<file path="src/rtl/sid_pkg.sv">
// Purpose: shared types and widths for the SID voice mixer.
// Contents: mixer sequencer states, datapath widths, default 6581 DC offset.
package sid_pkg;

  localparam int unsigned SID_VOICE_W = 22;
  localparam int unsigned SID_ACC_W   = 24;
  localparam int unsigned SID_EXT_W   = 16;
  localparam int unsigned SID_VOL_W   = 4;
  // Mix intermediate: d_acc + filt_ret + DC without overflow
  localparam int unsigned SID_MIX_W   = 26;
  // Mix value times an unsigned 4-bit volume
  localparam int unsigned SID_PROD_W  = 31;
  // Fixed-point position of the volume scaling
  localparam int unsigned SID_VOL_SHR = 10;

  localparam logic signed [SID_ACC_W-1:0] DC_6581_DEFAULT = 24'sh03_8000;

  typedef enum logic [2:0] {
    IDLE,
    ACC1,
    ACC2,
    ACC3,
    ACCX,
    MIX,
    SCALE,
    OUT
  } mix_state_e;

endpackage

</file>
<file path="src/rtl/sid_sat.sv">
// Purpose: combinational signed saturator, IN_W -> OUT_W bits (requires IN_W > OUT_W).
// Ports:
//   i_din     in   IN_W   signed value
//   o_dout_c  out  OUT_W  value clamped to [-2^(OUT_W-1), 2^(OUT_W-1)-1]
module sid_sat #(
  parameter int unsigned IN_W  = 21,
  parameter int unsigned OUT_W = 18
) (
  input  logic signed [IN_W-1:0]  i_din,
  output logic signed [OUT_W-1:0] o_dout_c
);

  localparam logic signed [IN_W-1:0] MAX_V = IN_W'((2 ** (OUT_W - 1)) - 1);
  localparam logic signed [IN_W-1:0] MIN_V = ~MAX_V;

  // Clamp instead of wrapping
  always_comb begin
    o_dout_c = OUT_W'(i_din);
    if (i_din > MAX_V) begin
      o_dout_c = OUT_W'(MAX_V);
    end else if (i_din < MIN_V) begin
      o_dout_c = OUT_W'(MIN_V);
    end
  end

endmodule

</file>
<file path="src/rtl/sid_voice_mixer.sv">
// Purpose: routes three voices and the external input into filter-bound and direct sums,
//   merges the direct sum with the filter return, adds the 6581 DC offset and applies
//   master volume. One sample per ce_1m through a sequencer sharing one adder and one
//   multiplier.
// Ports:
//   clock, reset        clock, asynchronous active-high reset
//   ce_1m               1 MHz sample strobe (one clock wide)
//   mode                0=6581 (DC offset added), 1=8580
//   voice1..voice3      signed 22-bit voice samples
//   ext_in              signed 16-bit external input
//   filt_sel            {ext,v3,v2,v1}, 1 = source goes to the filter
//   voice3_off          mutes voice 3 on the direct path only
//   volume              master volume 0..15
//   filt_ret            signed filter output, used at MIX
//   filt_in/filt_valid  filter-bound sum and its update pulse
//   audio_out/audio_valid  saturated final mix and its update pulse
//   overrun             sticky: strobe arrived while busy
module sid_voice_mixer
  import sid_pkg::*;
#(
  parameter logic signed [SID_ACC_W-1:0] DC_6581   = DC_6581_DEFAULT,
  parameter int unsigned                 EXT_SHIFT = 6,
  parameter int unsigned                 OUT_W     = 18
) (
  input  logic                          clock,
  input  logic                          reset,
  input  logic                          ce_1m,
  input  logic                          mode,
  input  logic signed [SID_VOICE_W-1:0] voice1,
  input  logic signed [SID_VOICE_W-1:0] voice2,
  input  logic signed [SID_VOICE_W-1:0] voice3,
  input  logic signed [SID_EXT_W-1:0]   ext_in,
  input  logic [3:0]                    filt_sel,
  input  logic                          voice3_off,
  input  logic [SID_VOL_W-1:0]          volume,
  input  logic signed [SID_ACC_W-1:0]   filt_ret,
  output logic signed [SID_ACC_W-1:0]   filt_in,
  output logic                          filt_valid,
  output logic signed [OUT_W-1:0]       audio_out,
  output logic                          audio_valid,
  output logic                          overrun
);

  localparam int unsigned SID_SHR_W = SID_PROD_W - SID_VOL_SHR;

  mix_state_e r_state;
  mix_state_e w_next;

  logic signed [SID_VOICE_W-1:0] r_v1, r_v2, r_v3;
  logic signed [SID_EXT_W-1:0]   r_ext;
  logic [3:0]                    r_fsel;
  logic                          r_v3off;
  logic [SID_VOL_W-1:0]          r_vol;
  logic                          r_mode;
  logic signed [SID_ACC_W-1:0]   r_f_acc;
  logic signed [SID_ACC_W-1:0]   r_d_acc;
  logic signed [SID_MIX_W-1:0]   r_m;
  logic signed [SID_PROD_W-1:0]  r_p;

  logic signed [SID_MIX_W-1:0]   w_src;
  logic                          w_to_filt;
  logic signed [SID_MIX_W-1:0]   w_add_a, w_add_b, w_add_c, w_sum;
  logic signed [SID_PROD_W-1:0]  w_prod;
  logic signed [SID_SHR_W-1:0]   w_p_shr;
  logic signed [OUT_W-1:0]       w_sat;
  logic                          w_unused_lsb;

  // State register
  always_ff @(posedge clock or posedge reset) begin
    if (reset) begin
      r_state <= IDLE;
    end else begin
      r_state <= w_next;
    end
  end

  // Next state plus operand selection for the shared adder
  always_comb begin
    w_next    = r_state;
    w_src     = '0;
    w_to_filt = 1'b0;
    w_add_a   = '0;
    w_add_b   = '0;
    w_add_c   = '0;
    unique case (r_state)
      IDLE:  if (ce_1m) w_next = ACC1;
      ACC1: begin
        w_src     = SID_MIX_W'(r_v1);
        w_to_filt = r_fsel[0];
        w_next    = ACC2;
      end
      ACC2: begin
        w_src     = SID_MIX_W'(r_v2);
        w_to_filt = r_fsel[1];
        w_next    = ACC3;
      end
      ACC3: begin
        // voice3_off only silences the direct path
        if (r_fsel[2] || !r_v3off) w_src = SID_MIX_W'(r_v3);
        w_to_filt = r_fsel[2];
        w_next    = ACCX;
      end
      ACCX: begin
        w_src     = SID_MIX_W'(r_ext) <<< EXT_SHIFT;
        w_to_filt = r_fsel[3];
        w_next    = MIX;
      end
      MIX:   w_next = SCALE;
      SCALE: w_next = OUT;
      OUT:   w_next = IDLE;
      default: w_next = IDLE;
    endcase

    if (r_state == MIX) begin
      w_add_a = SID_MIX_W'(r_d_acc);
      w_add_b = SID_MIX_W'(filt_ret);
      if (!r_mode) w_add_c = SID_MIX_W'(DC_6581);
    end else begin
      w_add_a = w_to_filt ? SID_MIX_W'(r_f_acc) : SID_MIX_W'(r_d_acc);
      w_add_b = w_src;
    end
  end

  assign w_sum        = w_add_a + w_add_b + w_add_c;
  assign w_prod       = SID_PROD_W'(r_m) * SID_PROD_W'($signed({1'b0, r_vol}));
  assign w_p_shr      = $signed(r_p[SID_PROD_W-1:SID_VOL_SHR]);
  assign w_unused_lsb = ^r_p[SID_VOL_SHR-1:0];

  sid_sat #(
    .IN_W (SID_SHR_W),
    .OUT_W(OUT_W)
  ) u_sat (
    .i_din   (w_p_shr),
    .o_dout_c(w_sat)
  );

  // Snapshot, accumulation, mix/scale datapath and output registers
  always_ff @(posedge clock or posedge reset) begin
    if (reset) begin
      r_v1        <= '0;
      r_v2        <= '0;
      r_v3        <= '0;
      r_ext       <= '0;
      r_fsel      <= '0;
      r_v3off     <= 1'b0;
      r_vol       <= '0;
      r_mode      <= 1'b0;
      r_f_acc     <= '0;
      r_d_acc     <= '0;
      r_m         <= '0;
      r_p         <= '0;
      filt_in     <= '0;
      filt_valid  <= 1'b0;
      audio_out   <= '0;
      audio_valid <= 1'b0;
      overrun     <= 1'b0;
    end else begin
      filt_valid  <= 1'b0;
      audio_valid <= 1'b0;
      if (ce_1m && (r_state != IDLE)) overrun <= 1'b1;
      unique case (r_state)
        IDLE: begin
          if (ce_1m) begin
            r_v1    <= voice1;
            r_v2    <= voice2;
            r_v3    <= voice3;
            r_ext   <= ext_in;
            r_fsel  <= filt_sel;
            r_v3off <= voice3_off;
            r_vol   <= volume;
            r_mode  <= mode;
            r_f_acc <= '0;
            r_d_acc <= '0;
          end
        end
        ACC1, ACC2, ACC3: begin
          if (w_to_filt) r_f_acc <= SID_ACC_W'(w_sum);
          else           r_d_acc <= SID_ACC_W'(w_sum);
        end
        ACCX: begin
          if (w_to_filt) begin
            r_f_acc <= SID_ACC_W'(w_sum);
            filt_in <= SID_ACC_W'(w_sum);
          end else begin
            r_d_acc <= SID_ACC_W'(w_sum);
            filt_in <= r_f_acc;
          end
          filt_valid <= 1'b1;
        end
        MIX:   r_m <= w_sum;
        SCALE: r_p <= w_prod;
        OUT: begin
          audio_out   <= w_sat;
          audio_valid <= 1'b1;
        end
        default: ;
      endcase
    end
  end

endmodule
</file>
<file path="config.mk">
export PLATFORM = sky130hd
export DESIGN_NAME = sid_voice_mixer
export DESIGN_NICKNAME = d
export VERILOG_FILES = /design/src/rtl/sid_pkg.sv /design/src/rtl/sid_sat.sv /design/src/rtl/sid_voice_mixer.sv
export SDC_FILE = /design/constraint.sdc
export NUM_CORES = 1
export LEC_CHECK = 0
export CAP_MARGIN = 30
export CORE_MARGIN = 1
export CORE_UTILIZATION = 45
export DETAILED_ROUTE_END_ITERATION = 12
export GPL_TIMING_DRIVEN = 0
export PLACE_DENSITY = 0.66
export SLEW_MARGIN = 20
export SYNTH_ARGS = -nofsm -noshare
export SYNTH_HDL_FRONTEND = slang
export SYNTH_HIERARCHICAL = 1
export SYNTH_SLANG_ARGS = --single-unit
</file>
<file path="constraint.sdc">
create_clock -name clock -period 12.3 [get_ports clock]
set_clock_uncertainty 0.05 [all_clocks]
set_input_delay 3.69 -clock clock [delete_from_list [all_inputs] [get_ports clock]]
set_output_delay 3.69 -clock clock [all_outputs]
set_load 0.01 [all_outputs]
</file>
==> results of run 1 <==
==> cell families after synthesis <==
family | Yosys count | synth area share (%)
DFF | 235 | 37.3
buffers and inverters | 216 | 5.38
muxes | 138 | 9.82
and+or+nand+nor | 451 | 14.1
AOI/OAI and AO/OA | 352 | 16.0
xor gates and xnor gates | 34 | 1.89
adders and majority gates | 163 | 15.6
==> power groups by stage <==
stage | Clock (W) | Sequential [W] | Combinational (W)
after global routing | 0.000905 | 0.00144 | 0.00404
after CTS | 0.000869 | 0.00140 | 0.00361
after detailed placement | 0 | 0.00141 | 0.00358
final | 0.000852 | 0.00140 | 0.00360
after floorplan | 0 | 0.00134 | 0.00260
after global placement | 0 | 0.00139 | 0.00350
==> state kept, by name, indices dropped and copies added (netlist names), 3 cells and up <==
register and flops:
r_vol 4, r_d_acc 24, r_ext 16, r_state 3
r_v2 22, r_f_acc 24, r_v3 22, audio_out 18
filt_in 24, r_v1 22, r_fsel 4, r_p 21
r_m 26
==> layer usage <==
| layer | vias to the layer above | share of wire, % |
|---|---|---|
| met3 | 75 | 4.9 |
| met5 | - | 0 |
| met2 | 300 | 51 |
| met1 | 5987 | 41 |
| li1 | 5980 | - |
| met4 | 0 | 3.2 |
==> through the flow <==
step | TNS, ps | setup slack (ps)
floorplan | 0 | 2110
global placement | -257190 | -1130
detailed placement | 0 | 4920
global route | 0 | 5310
finish | 0 | 5470
CTS | 0 | 5510
==> synthesized netlist by cell type, drive strengths merged, types with 10 or more instances <==
library cell,instances
and3,13
a31oi,16
ha,107
a22o,64
nand2,178
and2,81
a221o,22
xnor2,21
a21boi,20
mux2,134
clkbuf,55
buf,28
a21o,23
nor4,17
nand3,26
nor2,56
nor3,28
o21ai,73
fa,56
or3,10
inv,133
dfrtp,235
a21oi,58
xor2,13
==> cell type report <==
type                            count  share of cell area, %
Buffer                             83                   1.84
Clock buffer                       34                   4.07
Clock inverter                     17                   1.01
Inverter                          133                   2.66
Multi-Input combinational cell   1138                   47.6
Sequential cell                   235                   30.9
Tap cell                          455                   2.99
Timing Repair Buffer              166                   8.93
==> worst max-delay path: stages <==
cell,delay [ps]
clkdlybuf4s50_1,400
a221o_1,330
ha_1,280
ha_1,240
fa_1,430
a211oi_1,400
or4b_1,230
nand3_2,130
o22ai_1,290
o21ai_0,170
xnor2_1,430
o21ai_0,160
==> cells in the final DEF, fill, tap and decap left out, drive strengths merged, types with 20 or more instances in the layout <==
cell type	n
dfrtp	235
fa	56
mux2	134
and2	81
inv	133
nand3	26
ha	107
a21o	23
o21ai	73
clkdlybuf4s50	163
nor2	56
xnor2	21
buf	31
clkbuf	89
a22o	64
a221o	22
nand2	178
nor3	28
a21boi	20
a21oi	58
==> worst min-delay path by stage <==
stage / to
2_1_floorplan: r_p[29]
3_3_place_gp: overrun
4_1_cts: overrun
6_report: overrun
3_5_place_dp: overrun
5_1_grt: overrun
==> results.yml, run 1 <==
power:
  powerDensity_nw_per_um2: 307
  p_sw_share_pct: 46.1
  pwr-share-seq_pct: 23.9
  pwr-share-comb_pct: 61.5
  leakagePower_nw: 8.92
  fin_total_pwr_w: 0.00584
  switchingPower_w: 0.00269
  p_int_w: 0.00315
  vdd_drop_max_v: 0.000141
  pwr-share-clk_pct: 14.6
worst_setup_path:
  reg2reg_from: "r_state[1]"
  arrival_ps: 7200
  r2r_end: "filt_in[22]"
  critPathKind: "primary input to register"
  end_kind: "register"
  start_kind: "primary input"
  required_ps: 12670
  crit_fanout: 4
  startpoint: "filt_ret[1]"
  rr_worst_depth: 19
  crit_end: "r_m[19]"
  reg2reg_slack_ps: 6430
cts:
  ctsHoldBuffers: 0
  cts_tree: "done"
  numCtsBuffers: 28
  post_cts_buffers: 0
  cts_max_level: 1
  cts_buffer_depth: 3
  cts-resized-gates: 0
  clk_pin_slew_ps: 60
  clk_latency_ps: 560
  cts.sinks: 235
  clock-root-buffer: "clkbuf_16"
layout:
  n_antenna_cell: 0
  stdcell_count: 2261
  syn_to_final_growth_pct: 20.5
  postLayoutCoreUtil_pct: 55.1
  ff_latch_area_um2: 5880
  drive_gt1_share_pct: 12.7
  stdcell_area_um2: 19000
  fin_nets: 2067
  multi_input_area_um2: 9050
  fillers: 3091
floorplanning:
  io_pins: 164
  die_w_um: 189
  start_util_pct: 45.7
  dieArea_um2: 35800
  fp-row-count: 68
  core_um2: 34500
  die_h_um: 189
synthesis:
  synthTopCellsByArea: "dfrtp_1, mux2_2, ha_1"
  synth_cell_type_count: 74
  synth-seq-cells: 235
  yosys.area.top_type_share_pct: 37.3
  synthArstFlopShare_pct: 100
  ys_warn_count: 6
  synthCells: 1589
  ys_seq_area_share_pct: 37.3
  synth_area_leader_cell: "dfrtp_1"
  avgSynthCellArea_um2: 9.93
  syn_area_um2: 15800
  synth_edf_count: 0
  synth_nets: 1871
  ys.flop_type: "dfrtp_1"
placement:
  port_buffers: 163
  dp_hpwl_mm: 33.2
  dp_cells: 2210
  dpl_cell_area_um2: 18100
  place.gp.congestion: 0.901
grt:
  met1_usage_pct: 27.7
  grt_pass1_wl_mm: 67.4
  first_global_vias: 12900
  met2_usage_pct: 42.6
  grt.overflow.total: 0
  grtUsageTotal_pct: 23.5
  grt_max_degree: 105
  met3_usage_pct: 4.47
  grt_antenna_before_repair: 0
  top_usage_layer: "met2"
timing:
  fin_hold_ws_ps: 411
  finalHoldViolCount: 0
  max_freq_ghz: 0.146
  grt_setup_unrepaired: "false"
  fin_crit_ps: 6830
  period_share_pct: 55.6
  maxSlewViolCount: 0
  relSlewSlack_pct: 35.2
  finalSetupViolCount: 0
  worstMarginPinSlew_ps: 972
hold_path:
  hp-start: "overrun"
  hold_path.class: "register to register"
  holdPathStages: 1
drt:
  firstDrtPassIters: 8
  drc: 0
  wl_per_cell_um: 18.1
  drt_iter0_drc: 636
  antenna_left: 0
  viasPerCell: 5.46
  vias: 12300
  totalWireLength_mm: 40.9
run:
  maxCapViolCount: 0
status:
  status: "completed"
Power figures use the tool's default switching activity.
==> run 2: changes to the inputs <==
==> constraint.sdc (replaced) <==
create_clock -name clock -period 6.55 [get_ports clock]
set_clock_uncertainty 0.05 [all_clocks]
set_input_delay 1.965 -clock clock [delete_from_list [all_inputs] [get_ports clock]]
set_output_delay 1.965 -clock clock [all_outputs]
set_load 0.01 [all_outputs]
==> run 2 against run 1 <==
Clock-buffer cell count up 6. Via count is 0.32% lower. Worst setup slack lost 4800 ps. Global-route usage decreased by 0.26 points. Highest routed layer unchanged. Wire length down 0.29%. Sequential share of layout area grew 0.096 points. Largest power group unchanged. Critical endpoint is now filt_in[22]. Largest cell class unchanged. Total power up 85%.
==> results.yml, run 2 (synthesis gave the netlist of run 1 again) <==
floorplanning:
  io_pins: 164
  die_w_um: 189
  dieArea_um2: 35800
  die_h_um: 189
  core_um2: 34500
  start_util_pct: 45.7
  fp-row-count: 68
drt:
  firstDrtPassIters: 5
  drc: 0
  viasPerCell: 5.44
  totalWireLength_mm: 40.8
  antenna_left: 0
  drt_iter0_drc: 497
  wl_per_cell_um: 18.0
  vias: 12300
timing:
  finalSetupViolCount: 0
  period_share_pct: 90.6
  fin_hold_ws_ps: 405
  grt_setup_unrepaired: "false"
  setup_ws_ps: 618
  max_freq_ghz: 0.169
  tns_ps: 0
  fin_crit_ps: 5930
  finalHoldViolCount: 0
  relSlewSlack_pct: 37.7
  maxSlewViolCount: 0
  worstMarginPinSlew_ps: 935
layout:
  n_antenna_cell: 0
  final_common_cell: "dfrtp_1"
  top_register: "r_m"
  fin_nets: 2071
  stdcell_count: 2262
  ff_latch_area_um2: 5880
  fillers: 3138
  stdcell_area_um2: 19000
  syn_to_final_growth_pct: 20.2
  drive_gt1_share_pct: 12.4
  largest_register_ffs: 26
  layout_common_cells: "dfrtp_1, nand2_1, clkdlybuf4s50_1, mux2_2, inv_1"
  multi_input_area_um2: 9050
placement:
  dp_cells: 2215
  dpl_cell_area_um2: 18100
  post-place-ws_ps: 778
  port_buffers: 163
  place.gp.congestion: 0.891
  dp_hpwl_mm: 33.4
worst_setup_path:
  critPathKind: "register to register"
  start_kind: "register"
  crit_fanout: 10
  required_ps: 6980
  end_kind: "register"
  arrival_ps: 6360
power:
  leakagePower_nw: 8.88
  powerDensity_nw_per_um2: 570
  vdd_drop_max_v: 0.000275
cts:
  post_cts_buffers: 0
  numCtsBuffers: 27
  cts_buffer_depth: 3
  cts_tree: "done"
  clock-root-buffer: "clkbuf_16"
  clk_latency_ps: 540
  cts.sinks: 235
  clk_pin_slew_ps: 60
  ctsHoldBuffers: 0
  cts_max_level: 1
  cts-resized-gates: 0
run:
  maxCapViolCount: 0
grt:
  first_global_vias: 12800
  grt_max_degree: 36
  grtUsageTotal_pct: 23.3
  grt_antenna_before_repair: 0
  grt.overflow.total: 0
  grt_pass1_wl_mm: 66.5
hold_path:
  hold_path.class: "register to register"
status:
  status: "completed"
[run 2: cell count changes in the layout (fill, tap and decap cells not counted), sizes merged]
cell,delta
clkinv,-6
clkinvlp,-1
clkbuf,+6
bufinv,-3
buf,+5
[run 2: cell type report]
cell class              count  share of cell area (%)
clock inverters             7                   0.271
clock buffers              40                    4.08
multi-input cells        1138                    47.7
flip-flops and latches    235                    31.0
inverters                 133                    2.65
repair buffers            171                    9.40
well taps                 455                    3.00
plain buffers              83                    1.85
[run 2: worst paths after layout]
kind | start | end | slack [ps] | depth (start not counted)
max | r_state[1] | filt_in[22] | 620 | 19
min | overrun | overrun | 410 | 1
max reg2reg | r_state[1] | filt_in[22] | 620 | 19
min reg2reg | overrun | overrun | 410 | 1
max in group asynchronous | reset | audio_out[10] | 3360 | 6
min in group asynchronous | reset | r_v2[0] | 1810 | 2
[run 2: power breakdown]
part / total [W] / switching [W] / internal (W)
registers: 0.00261 / 0.000478 / 0.00213
clock network: 0.00142 / 0.000604 / 0.000816
logic: 0.00677 / 0.00394 / 0.00283
total: 0.0108 / 0.00502 / 0.00578
[run 2: per-stage QoR]
step | util (%) | total power (W)
after floorplan | - | 0.00740
after global placement | 52.1 | 0.00922
after detailed placement | 52.5 | 0.00937
after CTS | 54.9 | 0.0109
after global routing | 54.9 | 0.0118
final | 54.9 | 0.0108
[run 2: metal layers]
layer | GRT usage [%] | share of wire, % | up-vias
li1 | - | - | 6002
met1 | 27.6 | 41 | 5957
met2 | 42.6 | 51 | 282
met3 | 4.13 | 5.3 | 62
met4 | 6.70 | 2.8 | 0
met5 | 0 | 0 | -
[run 2: critical path, cell delays in order (launching register included)]
cell and delay (ps):
dfrtp_1 400, inv_1 100, ha_1 300, nand2_1 260, inv_1 130, nand2_1 260, o21a_1 200, buf_2 180
nor2_2 420, buf_2 340, mux2_2 380, ha_1 300, ha_1 360, a21oi_1 370, o21ai_0 200, a221o_1 360
a31oi_1 300, o41ai_1 170, xor2_1 470, o221a_2 290
==> run 3: changes to the inputs <==
--- a/config.mk
+++ b/config.mk
@@ -8,6 +8,7 @@
 export CAP_MARGIN = 30
 export CORE_MARGIN = 1
 export CORE_UTILIZATION = 45
+export CTS_BUF_LIST = sky130_fd_sc_hd__clkbuf_8
 export DETAILED_ROUTE_END_ITERATION = 12
 export GPL_TIMING_DRIVEN = 0
 export PLACE_DENSITY = 0.66
==> run 3 against run 2 <==
Highest routed layer unchanged. Design area up 0.60%. Non-clock buffer count stayed put. Register-to-register slack improved by 30 ps. Critical path type unchanged. Clock-buffer cell count rose by 11. Total power is 0.95% higher. Largest cell class unchanged. Critical path depth unchanged.
==> results.yml, run 3 (synthesis gave the netlist of run 1 again) <==
floorplanning:
  die_w_um: 189
  core_um2: 34500
  dieArea_um2: 35800
  start_util_pct: 45.7
  die_h_um: 189
  fp-row-count: 68
  io_pins: 164
cts:
  post_cts_buffers: 0
  cts_buffer_depth: 3
  ctsHoldBuffers: 0
  cts_max_level: 2
  clk_pin_slew_ps: 60
  numCtsBuffers: 44
  cts-resized-gates: 0
  cts_tree: "done"
  clk_latency_ps: 600
  cts.sinks: 235
  clock-root-buffer: "clkbuf_8"
worst_setup_path:
  start_kind: "register"
  critPathKind: "register to register"
  reg2reg_slack_ps: 640
  end_kind: "register"
  crit_fanout: 10
  arrival_ps: 6380
  required_ps: 7020
placement:
  dp_hpwl_mm: 33.4
  dp_cells: 2215
  place.gp.congestion: 0.891
  dpl_cell_area_um2: 18100
  port_buffers: 163
timing:
  max_freq_ghz: 0.169
  period_share_pct: 90.2
  fin_crit_ps: 5910
  relSlewSlack_pct: 37.5
  maxSlewViolCount: 0
  finalSetupViolCount: 0
  worstMarginPinSlew_ps: 938
  grt_setup_unrepaired: "false"
  finalHoldViolCount: 0
layout:
  final_common_cell: "dfrtp_1"
  fin_nets: 2088
  stdcell_count: 2293
  largest_register_ffs: 26
  layout_common_cells: "dfrtp_1, nand2_1, clkdlybuf4s50_1, inv_1, mux2_2"
  n_antenna_cell: 0
  top_register: "r_m"
  ff_latch_area_um2: 5880
  stdcell_area_um2: 19100
  multi_input_area_um2: 9050
  syn_to_final_growth_pct: 20.9
  drive_gt1_share_pct: 13.4
  fillers: 3121
grt:
  grt_max_degree: 36
  first_global_vias: 12900
  grt_antenna_before_repair: 0
  grt.overflow.total: 0
  grtUsageTotal_pct: 23.5
  grt_pass1_wl_mm: 66.8
power:
  leakagePower_nw: 9.02
  powerDensity_nw_per_um2: 572
  p_sw_share_pct: 46.5
  pwr-share-clk_pct: 14.0
  pwr-share-seq_pct: 23.9
  switchingPower_w: 0.00507
  pwr-share-comb_pct: 62.0
  p_int_w: 0.00584
  vdd_drop_max_v: 0.000273
  fin_total_pwr_w: 0.0109
drt:
  vias: 12400
  totalWireLength_mm: 41.0
  wl_per_cell_um: 17.9
  antenna_left: 0
  drt_iter0_drc: 504
  drc: 0
  viasPerCell: 5.41
  firstDrtPassIters: 5
run:
  maxCapViolCount: 0
hold_path:
  hold_path.class: "register to register"
status:
  status: "completed"
==> run 3: cell types whose count changed in the layout (fill, tap and decap cells not counted), sizes merged <==
cell      change
bufinv        +4
clkbuf       +11
clkinv        -2
clkinvlp      -1
inv          +19
==> run 3: cell type report <==
class / instances / area share (%)
buffer: 83 / 1.84
clock buffer: 51 / 3.68
clock inverter: 27 / 1.25
inverter: 133 / 2.64
multi-input combinational: 1138 / 47.4
sequential: 235 / 30.8
tap: 455 / 2.98
timing repair buffer: 171 / 9.35
==> run 3: critical path, cell delays in order (launching register included) <==
cell and delay [ps]:
dfrtp_1 400, inv_1 100, ha_1 300, nand2_1 260, inv_1 130, nand2_1 250, o21a_1 200, buf_2 180
nor2_2 420, buf_2 340, mux2_2 380, ha_1 300, ha_1 360, a21oi_1 380, o21ai_0 200, a221o_1 360
a31oi_1 290, o41ai_1 170, xor2_1 460, o221a_2 290
==> run 3: through the flow <==
stage	worst slack [ps]	hold slack [ps]	setup TNS (ps)	util, %
finish	643	404	0	55.2
global route	336	442	0	55.2
CTS	714	410	0	55.2
detailed placement	778	397	0	52.5
global placement	-364	396	-76200	52.1
floorplan	1460	393	0	-
==> run 3: layer usage <==
layer	GRT usage, %	up-vias	part of all wire (%)
met5	0	-	0
met4	9.52	0	4.0
met3	5.43	82	5.7
met2	41.8	302	50
met1	27.2	5990	41
li1	-	6038	-
==> run 3: power groups by stage <==
stage / Sequential (W) / Clock [W] / Combinational (W)
after global routing: 0.00269 / 0.00163 / 0.00759
after global placement: 0.00261 / 0 / 0.00660
after detailed placement: 0.00264 / 0 / 0.00673
after floorplan: 0.00251 / 0 / 0.00488
after CTS: 0.00261 / 0.00156 / 0.00679
final: 0.00261 / 0.00153 / 0.00677
==> run 3: final timing paths <==
kind	start	endpoint	depth (start not counted)
setup / recovery	r_state[1]	filt_in[22]	19
hold / removal	overrun	overrun	1
setup reg to reg	r_state[1]	filt_in[22]	19
hold reg to reg	overrun	overrun	1
max in group asynchronous	reset	r_p[19]	6
min in group asynchronous	reset	r_v1[5]	2
